[config.mk]
export PLATFORM = sky130hd
export DESIGN_NAME = multicycle_control_flat
export DESIGN_NICKNAME = d
export VERILOG_FILES = /design/src/rtl/cpu_ctl_pkg.sv /design/src/rtl/multicycle_control_if.sv /design/src/rtl/multicycle_control_wait_timer.sv /design/src/rtl/multicycle_control.sv /design/src/flat_wrapper.sv
export SDC_FILE = /design/constraint.sdc
export NUM_CORES = 1
export LEC_CHECK = 0
export CORE_ASPECT_RATIO = 1.1
export CORE_MARGIN = 1.5
export CORE_UTILIZATION = 44
export CTS_CLUSTER_DIAMETER = 100
export DETAILED_ROUTE_END_ITERATION = 10
export GPL_ROUTABILITY_DRIVEN = 1
export PLACE_DENSITY = 0.73
export SETUP_SLACK_MARGIN = 0.2
export SLEW_MARGIN = 0
export SYNTH_ARGS = -nofsm -noshare
export SYNTH_HDL_FRONTEND = slang
export SYNTH_SLANG_ARGS = --single-unit
[constraint.sdc]
create_clock -name clk -period 2.56 [get_ports clk]
set_input_delay 0.512 -clock clk [delete_from_list [all_inputs] [get_ports clk]]
set_output_delay 0.512 -clock clk [all_outputs]
set_load 0.02 [all_outputs]
[src/rtl/cpu_ctl_pkg.sv]
// Shared definitions for the multicycle MIPS controller.
//   state_t      : FSM state encoding (also exported on state_o for debug)
//   OP_*         : instruction opcodes recognised in DECODE
//   ALUOP_*, SRCB_*, PCSRC_* : datapath mux / ALU encodings
//   ctl_t        : registered Moore strobe bundle, ctl_for() maps a state to it
package cpu_ctl_pkg;

    typedef enum logic [3:0] {
        RESET    = 4'd0,
        FETCH,
        DECODE,
        MEM_ADDR,
        MEM_RD,
        MEM_WR,
        MEM_WB,
        EXEC_R,
        R_WB,
        EXEC_I,
        I_WB,
        BRANCH,
        JUMP,
        HALT
    } state_t;

    localparam logic [5:0] OP_RTYPE = 6'b000000;
    localparam logic [5:0] OP_ADDI  = 6'b001000;
    localparam logic [5:0] OP_ADDIU = 6'b001001;
    localparam logic [5:0] OP_LW    = 6'b100011;
    localparam logic [5:0] OP_SW    = 6'b101011;
    localparam logic [5:0] OP_BEQ   = 6'b000100;
    localparam logic [5:0] OP_J     = 6'b000010;

    localparam logic [1:0] ALUOP_ADD   = 2'b00;
    localparam logic [1:0] ALUOP_SUB   = 2'b01;
    localparam logic [1:0] ALUOP_FUNCT = 2'b10;

    localparam logic [1:0] SRCB_REGB    = 2'b00;
    localparam logic [1:0] SRCB_FOUR    = 2'b01;
    localparam logic [1:0] SRCB_IMM     = 2'b10;
    localparam logic [1:0] SRCB_IMM_SH2 = 2'b11;

    localparam logic [1:0] PCSRC_ALU    = 2'b00;
    localparam logic [1:0] PCSRC_ALUOUT = 2'b01;
    localparam logic [1:0] PCSRC_JUMP   = 2'b10;

    // 'fetch' marks the FETCH state; irWrite and the fetch-time pcWrite are
    // qualified by mem_ready in the same cycle outside the register.
    typedef struct packed {
        logic       pc_write;
        logic       pc_write_cond;
        logic [1:0] pc_source;
        logic       iord;
        logic       mem_read;
        logic       mem_write;
        logic       fetch;
        logic       reg_dst;
        logic       mem_to_reg;
        logic       reg_write;
        logic       alu_src_a;
        logic [1:0] alu_src_b;
        logic [1:0] alu_op;
        logic       halted;
    } ctl_t;

    function automatic ctl_t ctl_for(state_t s);
        ctl_t c;
        c = '0;
        case (s)
            FETCH: begin
                c.mem_read  = 1'b1;
                c.fetch     = 1'b1;
                c.alu_src_b = SRCB_FOUR;
                c.alu_op    = ALUOP_ADD;
                c.pc_source = PCSRC_ALU;
            end
            DECODE: begin
                c.alu_src_b = SRCB_IMM_SH2;
                c.alu_op    = ALUOP_ADD;
            end
            MEM_ADDR, EXEC_I: begin
                c.alu_src_a = 1'b1;
                c.alu_src_b = SRCB_IMM;
                c.alu_op    = ALUOP_ADD;
            end
            MEM_RD: begin
                c.mem_read = 1'b1;
                c.iord     = 1'b1;
            end
            MEM_WR: begin
                c.mem_write = 1'b1;
                c.iord      = 1'b1;
            end
            MEM_WB: begin
                c.mem_to_reg = 1'b1;
                c.reg_write  = 1'b1;
            end
            EXEC_R: begin
                c.alu_src_a = 1'b1;
                c.alu_src_b = SRCB_REGB;
                c.alu_op    = ALUOP_FUNCT;
            end
            R_WB: begin
                c.reg_dst   = 1'b1;
                c.reg_write = 1'b1;
            end
            I_WB: begin
                c.reg_write = 1'b1;
            end
            BRANCH: begin
                c.alu_src_a     = 1'b1;
                c.alu_src_b     = SRCB_REGB;
                c.alu_op        = ALUOP_SUB;
                c.pc_write_cond = 1'b1;
                c.pc_source     = PCSRC_ALUOUT;
            end
            JUMP: begin
                c.pc_write  = 1'b1;
                c.pc_source = PCSRC_JUMP;
            end
            HALT: begin
                c.halted = 1'b1;
            end
            default: ;
        endcase
        return c;
    endfunction

endpackage

[src/rtl/multicycle_control_if.sv]
// Bundle between the multicycle controller and the datapath.
//   master : controller side (consumes opcode/zero/ready, drives ctl_* and state_o)
//   slave  : datapath side
// With ILLEGAL_TRAP_EN defined the bundle also carries ctl_illegal.
interface multicycle_control_if;

    logic [5:0] instr_opcode;
    logic       alu_zero;
    logic       mem_ready;

    logic       ctl_pcWrite;
    logic       ctl_pcWriteCond;
    logic [1:0] ctl_pcSource;
    logic       ctl_iorD;
    logic       ctl_memRead;
    logic       ctl_memWrite;
    logic       ctl_irWrite;
    logic       ctl_regDst;
    logic       ctl_memToReg;
    logic       ctl_regWrite;
    logic       ctl_aluSrcA;
    logic [1:0] ctl_aluSrcB;
    logic [1:0] ctl_aluOp;
    logic       ctl_halted;
    logic       ctl_memErr;
    logic [3:0] state_o;
`ifdef ILLEGAL_TRAP_EN
    logic       ctl_illegal;
`endif

    modport master (
        input  instr_opcode, alu_zero, mem_ready,
        output ctl_pcWrite, ctl_pcWriteCond, ctl_pcSource, ctl_iorD,
               ctl_memRead, ctl_memWrite, ctl_irWrite, ctl_regDst,
               ctl_memToReg, ctl_regWrite, ctl_aluSrcA, ctl_aluSrcB,
               ctl_aluOp, ctl_halted, ctl_memErr, state_o
`ifdef ILLEGAL_TRAP_EN
        , output ctl_illegal
`endif
    );

    modport slave (
        output instr_opcode, alu_zero, mem_ready,
        input  ctl_pcWrite, ctl_pcWriteCond, ctl_pcSource, ctl_iorD,
               ctl_memRead, ctl_memWrite, ctl_irWrite, ctl_regDst,
               ctl_memToReg, ctl_regWrite, ctl_aluSrcA, ctl_aluSrcB,
               ctl_aluOp, ctl_halted, ctl_memErr, state_o
`ifdef ILLEGAL_TRAP_EN
        , input ctl_illegal
`endif
    );

endinterface

[src/rtl/multicycle_control_wait_timer.sv]
// mc_wait_timer: counts cycles spent waiting for mem_ready in a memory state.
//   clk, rst_n : clock, async active-low reset
//   in_wait    : controller is in FETCH, MEM_RD or MEM_WR
//   mem_ready  : memory handshake
//   timeout    : combinational; this is the WAIT_LIMIT-th cycle without ready
// The counter is held at zero outside wait states and cleared whenever
// mem_ready arrives (the controller always leaves the state then), which is
// the same as clearing it on entry to each wait state.
module mc_wait_timer #(
    parameter int WAIT_LIMIT = 0
) (
    input  logic clk,
    input  logic rst_n,
    input  logic in_wait,
    input  logic mem_ready,
    output logic timeout
);

    // Counter only has to reach WAIT_LIMIT-1; with no limit it simply wraps.
    localparam int CNT_W = (WAIT_LIMIT > 1) ? $clog2(WAIT_LIMIT) : 1;

    logic [CNT_W-1:0] count;

    always_ff @(posedge clk or negedge rst_n) begin
        if (!rst_n) begin
            count <= '0;
        end else if (!in_wait || mem_ready) begin
            count <= '0;
        end else begin
            count <= count + CNT_W'(1);
        end
    end

    always_comb begin
        timeout = 1'b0;
        if ((WAIT_LIMIT > 0) && in_wait && !mem_ready &&
            ((32'(count) + 32'd1) == 32'(WAIT_LIMIT))) begin
            timeout = 1'b1;
        end
    end

endmodule

[src/rtl/multicycle_control.sv]
// multicycle_control: Moore FSM sequencing the shared-ALU/shared-memory MIPS
// datapath. Strobes are registered from the state; the only exception is
// irWrite and the FETCH pcWrite, which complete on mem_ready in-cycle.
//   clk    : clock, rising edge
//   rst_n  : async active-low reset; all strobes drop immediately
//   bus    : multicycle_control_if.master (opcode, zero, mem_ready, ctl_*)
// Parameters: HALT_OPCODE (opcode entering HALT), WAIT_LIMIT (0 = unbounded).
// Macro ILLEGAL_TRAP_EN: unknown opcodes halt and set sticky ctl_illegal.
module multicycle_control
    import cpu_ctl_pkg::*;
#(
    parameter logic [5:0] HALT_OPCODE = 6'h3F,
    parameter int         WAIT_LIMIT  = 0
) (
    input logic                  clk,
    input logic                  rst_n,
    multicycle_control_if.master bus
);

    state_t state;
    ctl_t   ctl;
    logic   mem_err;
    logic   in_wait;
    logic   timeout;
`ifdef ILLEGAL_TRAP_EN
    logic   illegal;
`endif

    assign in_wait = (state == FETCH) || (state == MEM_RD) || (state == MEM_WR);

    mc_wait_timer #(.WAIT_LIMIT(WAIT_LIMIT)) u_wait_timer (
        .clk       (clk),
        .rst_n     (rst_n),
        .in_wait   (in_wait),
        .mem_ready (bus.mem_ready),
        .timeout   (timeout)
    );

    // Each transition loads the strobes belonging to the destination state.
    always_ff @(posedge clk or negedge rst_n) begin
        if (!rst_n) begin
            state   <= RESET;
            ctl     <= '0;
            mem_err <= 1'b0;
`ifdef ILLEGAL_TRAP_EN
            illegal <= 1'b0;
`endif
        end else begin
            case (state)
                RESET: begin
                    state <= FETCH;  ctl <= ctl_for(FETCH);
                end
                FETCH: begin
                    if (bus.mem_ready) begin
                        state <= DECODE; ctl <= ctl_for(DECODE);
                    end else if (timeout) begin
                        state <= HALT;   ctl <= ctl_for(HALT);
                        mem_err <= 1'b1;
                    end
                end
                DECODE: begin
                    if (bus.instr_opcode == HALT_OPCODE) begin
                        state <= HALT; ctl <= ctl_for(HALT);
                    end else begin
                        case (bus.instr_opcode)
                            OP_RTYPE: begin
                                state <= EXEC_R;   ctl <= ctl_for(EXEC_R);
                            end
                            OP_ADDI, OP_ADDIU: begin
                                state <= EXEC_I;   ctl <= ctl_for(EXEC_I);
                            end
                            OP_LW, OP_SW: begin
                                state <= MEM_ADDR; ctl <= ctl_for(MEM_ADDR);
                            end
                            OP_BEQ: begin
                                state <= BRANCH;   ctl <= ctl_for(BRANCH);
                            end
                            OP_J: begin
                                state <= JUMP;     ctl <= ctl_for(JUMP);
                            end
                            default: begin
`ifdef ILLEGAL_TRAP_EN
                                state   <= HALT;   ctl <= ctl_for(HALT);
                                illegal <= 1'b1;
`else
                                state <= FETCH;    ctl <= ctl_for(FETCH);
`endif
                            end
                        endcase
                    end
                end
                MEM_ADDR: begin
                    if (bus.instr_opcode == OP_LW) begin
                        state <= MEM_RD; ctl <= ctl_for(MEM_RD);
                    end else begin
                        state <= MEM_WR; ctl <= ctl_for(MEM_WR);
                    end
                end
                MEM_RD: begin
                    if (bus.mem_ready) begin
                        state <= MEM_WB; ctl <= ctl_for(MEM_WB);
                    end else if (timeout) begin
                        state <= HALT;   ctl <= ctl_for(HALT);
                        mem_err <= 1'b1;
                    end
                end
                MEM_WR: begin
                    if (bus.mem_ready) begin
                        state <= FETCH;  ctl <= ctl_for(FETCH);
                    end else if (timeout) begin
                        state <= HALT;   ctl <= ctl_for(HALT);
                        mem_err <= 1'b1;
                    end
                end
                EXEC_R: begin
                    state <= R_WB;  ctl <= ctl_for(R_WB);
                end
                EXEC_I: begin
                    state <= I_WB;  ctl <= ctl_for(I_WB);
                end
                MEM_WB, R_WB, I_WB, BRANCH, JUMP: begin
                    state <= FETCH; ctl <= ctl_for(FETCH);
                end
                HALT: ;
                default: begin
                    state <= RESET; ctl <= '0;
                end
            endcase
        end
    end

    assign bus.ctl_pcWrite     = ctl.pc_write | (ctl.fetch & bus.mem_ready);
    assign bus.ctl_irWrite     = ctl.fetch & bus.mem_ready;
    assign bus.ctl_pcWriteCond = ctl.pc_write_cond;
    assign bus.ctl_pcSource    = ctl.pc_source;
    assign bus.ctl_iorD        = ctl.iord;
    assign bus.ctl_memRead     = ctl.mem_read;
    assign bus.ctl_memWrite    = ctl.mem_write;
    assign bus.ctl_regDst      = ctl.reg_dst;
    assign bus.ctl_memToReg    = ctl.mem_to_reg;
    assign bus.ctl_regWrite    = ctl.reg_write;
    assign bus.ctl_aluSrcA     = ctl.alu_src_a;
    assign bus.ctl_aluSrcB     = ctl.alu_src_b;
    assign bus.ctl_aluOp       = ctl.alu_op;
    assign bus.ctl_halted      = ctl.halted;
    assign bus.ctl_memErr      = mem_err;
    assign bus.state_o         = state;
`ifdef ILLEGAL_TRAP_EN
    assign bus.ctl_illegal     = illegal;
`endif

endmodule
[src/flat_wrapper.sv]
// flat-port wrapper written by rule: the top's interface ports become plain ports
module multicycle_control_flat import cpu_ctl_pkg::*;
#(
    parameter logic [5:0] HALT_OPCODE = 6'h3F,
    parameter int         WAIT_LIMIT  = 0
)
  (clk, rst_n, bus_instr_opcode, bus_alu_zero, bus_mem_ready, bus_ctl_pcWrite, bus_ctl_pcWriteCond, bus_ctl_pcSource, bus_ctl_iorD, bus_ctl_memRead, bus_ctl_memWrite, bus_ctl_irWrite, bus_ctl_regDst, bus_ctl_memToReg, bus_ctl_regWrite, bus_ctl_aluSrcA, bus_ctl_aluSrcB, bus_ctl_aluOp, bus_ctl_halted, bus_ctl_memErr, bus_state_o);
  multicycle_control_if bus_i ();
  input logic clk;
  input logic rst_n;
  input wire logic [$bits(bus_i.instr_opcode)-1:0] bus_instr_opcode;
  input wire logic [$bits(bus_i.alu_zero)-1:0] bus_alu_zero;
  input wire logic [$bits(bus_i.mem_ready)-1:0] bus_mem_ready;
  output wire logic [$bits(bus_i.ctl_pcWrite)-1:0] bus_ctl_pcWrite;
  output wire logic [$bits(bus_i.ctl_pcWriteCond)-1:0] bus_ctl_pcWriteCond;
  output wire logic [$bits(bus_i.ctl_pcSource)-1:0] bus_ctl_pcSource;
  output wire logic [$bits(bus_i.ctl_iorD)-1:0] bus_ctl_iorD;
  output wire logic [$bits(bus_i.ctl_memRead)-1:0] bus_ctl_memRead;
  output wire logic [$bits(bus_i.ctl_memWrite)-1:0] bus_ctl_memWrite;
  output wire logic [$bits(bus_i.ctl_irWrite)-1:0] bus_ctl_irWrite;
  output wire logic [$bits(bus_i.ctl_regDst)-1:0] bus_ctl_regDst;
  output wire logic [$bits(bus_i.ctl_memToReg)-1:0] bus_ctl_memToReg;
  output wire logic [$bits(bus_i.ctl_regWrite)-1:0] bus_ctl_regWrite;
  output wire logic [$bits(bus_i.ctl_aluSrcA)-1:0] bus_ctl_aluSrcA;
  output wire logic [$bits(bus_i.ctl_aluSrcB)-1:0] bus_ctl_aluSrcB;
  output wire logic [$bits(bus_i.ctl_aluOp)-1:0] bus_ctl_aluOp;
  output wire logic [$bits(bus_i.ctl_halted)-1:0] bus_ctl_halted;
  output wire logic [$bits(bus_i.ctl_memErr)-1:0] bus_ctl_memErr;
  output wire logic [$bits(bus_i.state_o)-1:0] bus_state_o;
  assign bus_i.instr_opcode = bus_instr_opcode;
  assign bus_i.alu_zero = bus_alu_zero;
  assign bus_i.mem_ready = bus_mem_ready;
  assign bus_ctl_pcWrite = bus_i.ctl_pcWrite;
  assign bus_ctl_pcWriteCond = bus_i.ctl_pcWriteCond;
  assign bus_ctl_pcSource = bus_i.ctl_pcSource;
  assign bus_ctl_iorD = bus_i.ctl_iorD;
  assign bus_ctl_memRead = bus_i.ctl_memRead;
  assign bus_ctl_memWrite = bus_i.ctl_memWrite;
  assign bus_ctl_irWrite = bus_i.ctl_irWrite;
  assign bus_ctl_regDst = bus_i.ctl_regDst;
  assign bus_ctl_memToReg = bus_i.ctl_memToReg;
  assign bus_ctl_regWrite = bus_i.ctl_regWrite;
  assign bus_ctl_aluSrcA = bus_i.ctl_aluSrcA;
  assign bus_ctl_aluSrcB = bus_i.ctl_aluSrcB;
  assign bus_ctl_aluOp = bus_i.ctl_aluOp;
  assign bus_ctl_halted = bus_i.ctl_halted;
  assign bus_ctl_memErr = bus_i.ctl_memErr;
  assign bus_state_o = bus_i.state_o;
  multicycle_control #(.HALT_OPCODE(HALT_OPCODE), .WAIT_LIMIT(WAIT_LIMIT)) u_core (.clk(clk), .rst_n(rst_n), .bus(bus_i));
endmodule
==> metrics.md <==
| Metric | Value |
|---|---|
| Critical path class | `primary input to output port` |
| Syn_nets | `140` |
| Antenna cells | `0` |
| Ratio of cells with drive above 1 in the final layout | `between 9 and 10%` |
| Main area contributors after synthesis | `dfrtp_1 (40%), nor2_1 (5.0%), a21oi_1 (4.9%)` |
| Hold-fix buffer count after cts | `0` |
| Synthesis-stage register bit count | `18` |
| Number of maximum-capacitance constraint violations | `0` |
| Worst-path clk slew | `about 0.11 ns` |
| Clock tree buffer depth | `2` |
| Final setup margin | `~0.32 ns` |
| Start point of the worst hold path | `u_core.bus.ctl_aluSrcA` |
| Slew HR | `46.9%` |
| Critical path, cell by cell | `clkdlybuf4s50_1 > and2_1 > clkdlybuf4s50_1` |
| Die outline height | `between 50 and 60 um` |
| Required time at the worst-slack endpoint | `around 2.1 ns` |
| Slew at the pin with the worst max-slew slack | `roughly 0.79 ns` |
| Number of violations reported at the end of detailed-routing iteration 0 | `17` |
| Vias per cell | `around 5.5` |
| Worst-path maximum fanout | `2` |
| Endpoint kind of the worst setup timing path | `output port` |
| Placer congestion estimate | `approximately 0.84` |
| Number of buffers added for setup after CTS | `0` |
| Gate count after technology mapping | `130` |
| Share of the clock period used by the worst path after layout | `approximately 87%` |
| Total die area | `between 2000 and 3000 um2` |
| Maximum clock frequency | `about 0.45 GHz` |
| Power density cells | `between 1000 and 1500 nW/um2` |
| Final hold violation count | `0` |
| Grt total ovfl | `0` |
| Horizontal die dimension | `roughly 51 um` |
| Post-synthesis instance area | `roughly 1100 um2` |
| Final number of max-transition violations | `0` |
| Critical-path cell with the highest stage delay | `clkdlybuf4s50_1` |
| Leakage dissipation | `a little over 0.6 nW` |
| Unrepaired setup endpoints after global routing | `false` |
| Number of nets with antenna violations after routing | `0` |
| Register-to-register path setup slack | `roughly 0.80 ns` |
| DR vias | `about 1000` |
| Min Clock Period, post-route | `roughly 2.2 ns` |
| Maximum VDD drop | `0.616 mV` |
| FP Rows | `19` |
| Detailed-placement wirelength estimate | `1.82 mm` |
| Buffer cell driving the clock tree root | `clkbuf_4` |
| Launching instance or port of the critical path | `bus_mem_ready` |
| Arrival time of the worst setup path | `1.72 ns` |
| Later-pin clock latency in the skew report | `0.30 ns` |
| Pin count of the biggest net entering global routing | `19` |
| Clock buffer count from CTS | `3` |
| Net count of the finished layout | `~160` |
| Sequential element share of the synthesized area | `about two fifths` |
| Antenna violations before repair | `0` |
| Count of buffers from port buffering | `29` |
| Number of optimization iterations in the first detailed-route pass | `4` |
| Core Box Area | `between 2000 and 2500 um2` |
| Syn. warnings | `0` |
| Sinks on Clock Net | `18` |
| Mapped Avg Cell Area | `between 8 and 9 um2` |
| Via count of the first global-routing pass | `~900` |
| Worst setup SP type | `primary input` |
| Area Growth Syn to Fin | `26.0%` |
| Total GRT Usage | `18.9%` |
| Yosys cell types | `42` |
| I/O pin cnt | `32` |
| Starting utilization of the core area | `between 40 and 50%` |
| Cell taking the most area after synthesis | `dfrtp_1` |
| Most Frequent Cell on Critical Path | `clkdlybuf4s50_1` |
| Setup TNS | `0 ns` |
| Post-Route WL | `~2.4 mm` |
| Setup violation total in the final timing report | `0` |
| Status | `completed` |
| First-pass GRT wire length | `just over 4 mm` |
| Remaining design rule violation count | `0` |
| Reg-to-Reg Start | `u_core.bus.state_o[0]` |
| H-tree levels | `1` |
| Hold crit path type | `flip-flop to flip-flop` |
| Average wire per cell in the routed design | `roughly 13 um` |
| Synth top area share | `40.1%` |
| Clock skew after layout | `0.00333 ns` |
| Delay contributed by the slowest stage of the critical path | `around 0.60 ns` |
| Clock tree from TritonCTS | `built` |
| Worst setup slack after placement | `~0.16 ns` |
==> cells in the mapped netlist <==
cell and n:
and2_1 2, nand4_1 1, a31oi_1 1, dfrtp_1 18
nor3_1 3, o221a_2 1, a21o_1 2, nand2_1 11
nor3_2 1, or2_2 2, buf_2 7, a211o_1 1
a211oi_1 1, or2_4 1, a21oi_2 1, o2bb2ai_2 1
and3_1 1, buf_4 7, xnor2_1 2, a21o_2 1
inv_1 4, a21boi_1 1, a22o_1 2, o21ai_0 8
a221o_1 2, nor2_1 15, a32oi_1 1, o22ai_1 2
nor3_4 1, nand3_1 2, o21ai_1 2, o31ai_1 1
a21oi_1 11, a32o_1 2, nor2b_1 2, mux2i_1 1
or2_1 1, conb_1 1, o32ai_1 1, nand3b_1 2
nand2b_1 2, nor3b_1 1
==> routing by layer <==
layer	GRT usage (%)	vias up	share of wire (%)
li1	-	502	-
met1	25.6	478	46
met2	30.6	24	49
met3	2.42	4	3.8
met4	6.95	0	1.5
met5	0	-	0
==> critical path: cells and delay by family <==
kind	cells	cell delay, ns
and+or+nand+nor	1	0.14
buffers and inverters	2	1.07
==> cell usage in the layout, fill, tap and decap left out, types with 2 or more instances in the layout <==
cell type        instances
clkdlybuf4s50_1         28
dfrtp_1                 18
nor2_1                  15
nand2_1                 11
a21oi_1                 11
o21ai_0                  8
inv_1                    4
nor3_1                   3
clkbuf_4                 3
and2_1                   2
or2_2                    2
o21ai_1                  2
nand3_1                  2
nor2b_1                  2
a21o_1                   2
nand3b_1                 2
nand2b_1                 2
xnor2_1                  2
a22o_1                   2
a221o_1                  2
o22ai_1                  2
a32o_1                   2
buf_4                    2
==> state kept, by name, summed over array words and instances, names as in the netlist <==
name	cells
u_core.bus.ctl_pcSource	1
u_core.bus.ctl_memRead	1
u_core.bus.ctl_aluSrcA	1
u_core.bus.ctl_regDst	1
u_core.bus.ctl_memToReg	1
u_core.bus.ctl_memWrite	1
u_core.bus.ctl_aluSrcB	2
u_core.bus.ctl_halted	1
u_core.bus.ctl_aluOp	1
u_core.bus.ctl_regWrite	1
u_core.bus.ctl_iorD	1
u_core.ctl	2
u_core.bus.state_o	4
==> path summary, 6_finish.rpt <==
check / endpoint / cells after the start
setup / recovery: bus_ctl_irWrite / 3
hold / removal: u_core.bus.ctl_aluSrcA / 2
setup reg to reg: u_core.bus.ctl_aluSrcB[1] / 5
hold reg to reg: u_core.bus.ctl_aluSrcA / 2
max in group asynchronous: u_core.bus.ctl_aluOp[1] / 1
min in group asynchronous: u_core.bus.ctl_iorD / 1
==> power by group <==
part | internal (mW) | switching [mW]
combinational | 0.356 | 0.380
sequential | 0.369 | 0.130
clock | 0.0868 | 0.0925
total | 0.812 | 0.603
==> what timing repair did <==
action,CTS,global route
gates resized for setup,1,0
hold endpoints to repair,0,0
setup endpoints to repair,1,0
==> cell type report <==
class                   count  area [um2]
flip-flops and latches     18         450
well taps                  31        38.8
clock buffers               4        36.3
inverters                   4        15.0
multi-input cells          94         569
fillers                   216        1030
repair buffers             31         304
==> through the flow <==
step / std cells / util, % / hold slack [ns] / area (um2) / power, mW
floorplan: 130 / - / 0.216 / 1120 / 1.00
global placement: 178 / 56.3 / 0.455 / 1380 / 1.23
detailed placement: 178 / 56.3 / 0.456 / 1380 / 1.25
CTS: 182 / 57.7 / 0.482 / 1410 / 1.42
global route: 182 / 57.7 / 0.507 / 1410 / 1.52
finish: 182 / 57.7 / 0.478 / 1410 / 1.41
==> kinds of logic (layout without fill, tap and decap cells) <==
group,Yosys count,after routing,share of synthesized area [%]
buffers and inverters,18,39,9.14
DFF,18,18,40.1
and+or+nand+nor,48,48,22.2
other,1,1,0.334
muxes,1,1,0.892
AOI/OAI and AO/OA,42,42,25.8
xor gates and xnor gates,2,2,1.56
Note: power is estimated with default switching activity, not from simulation.
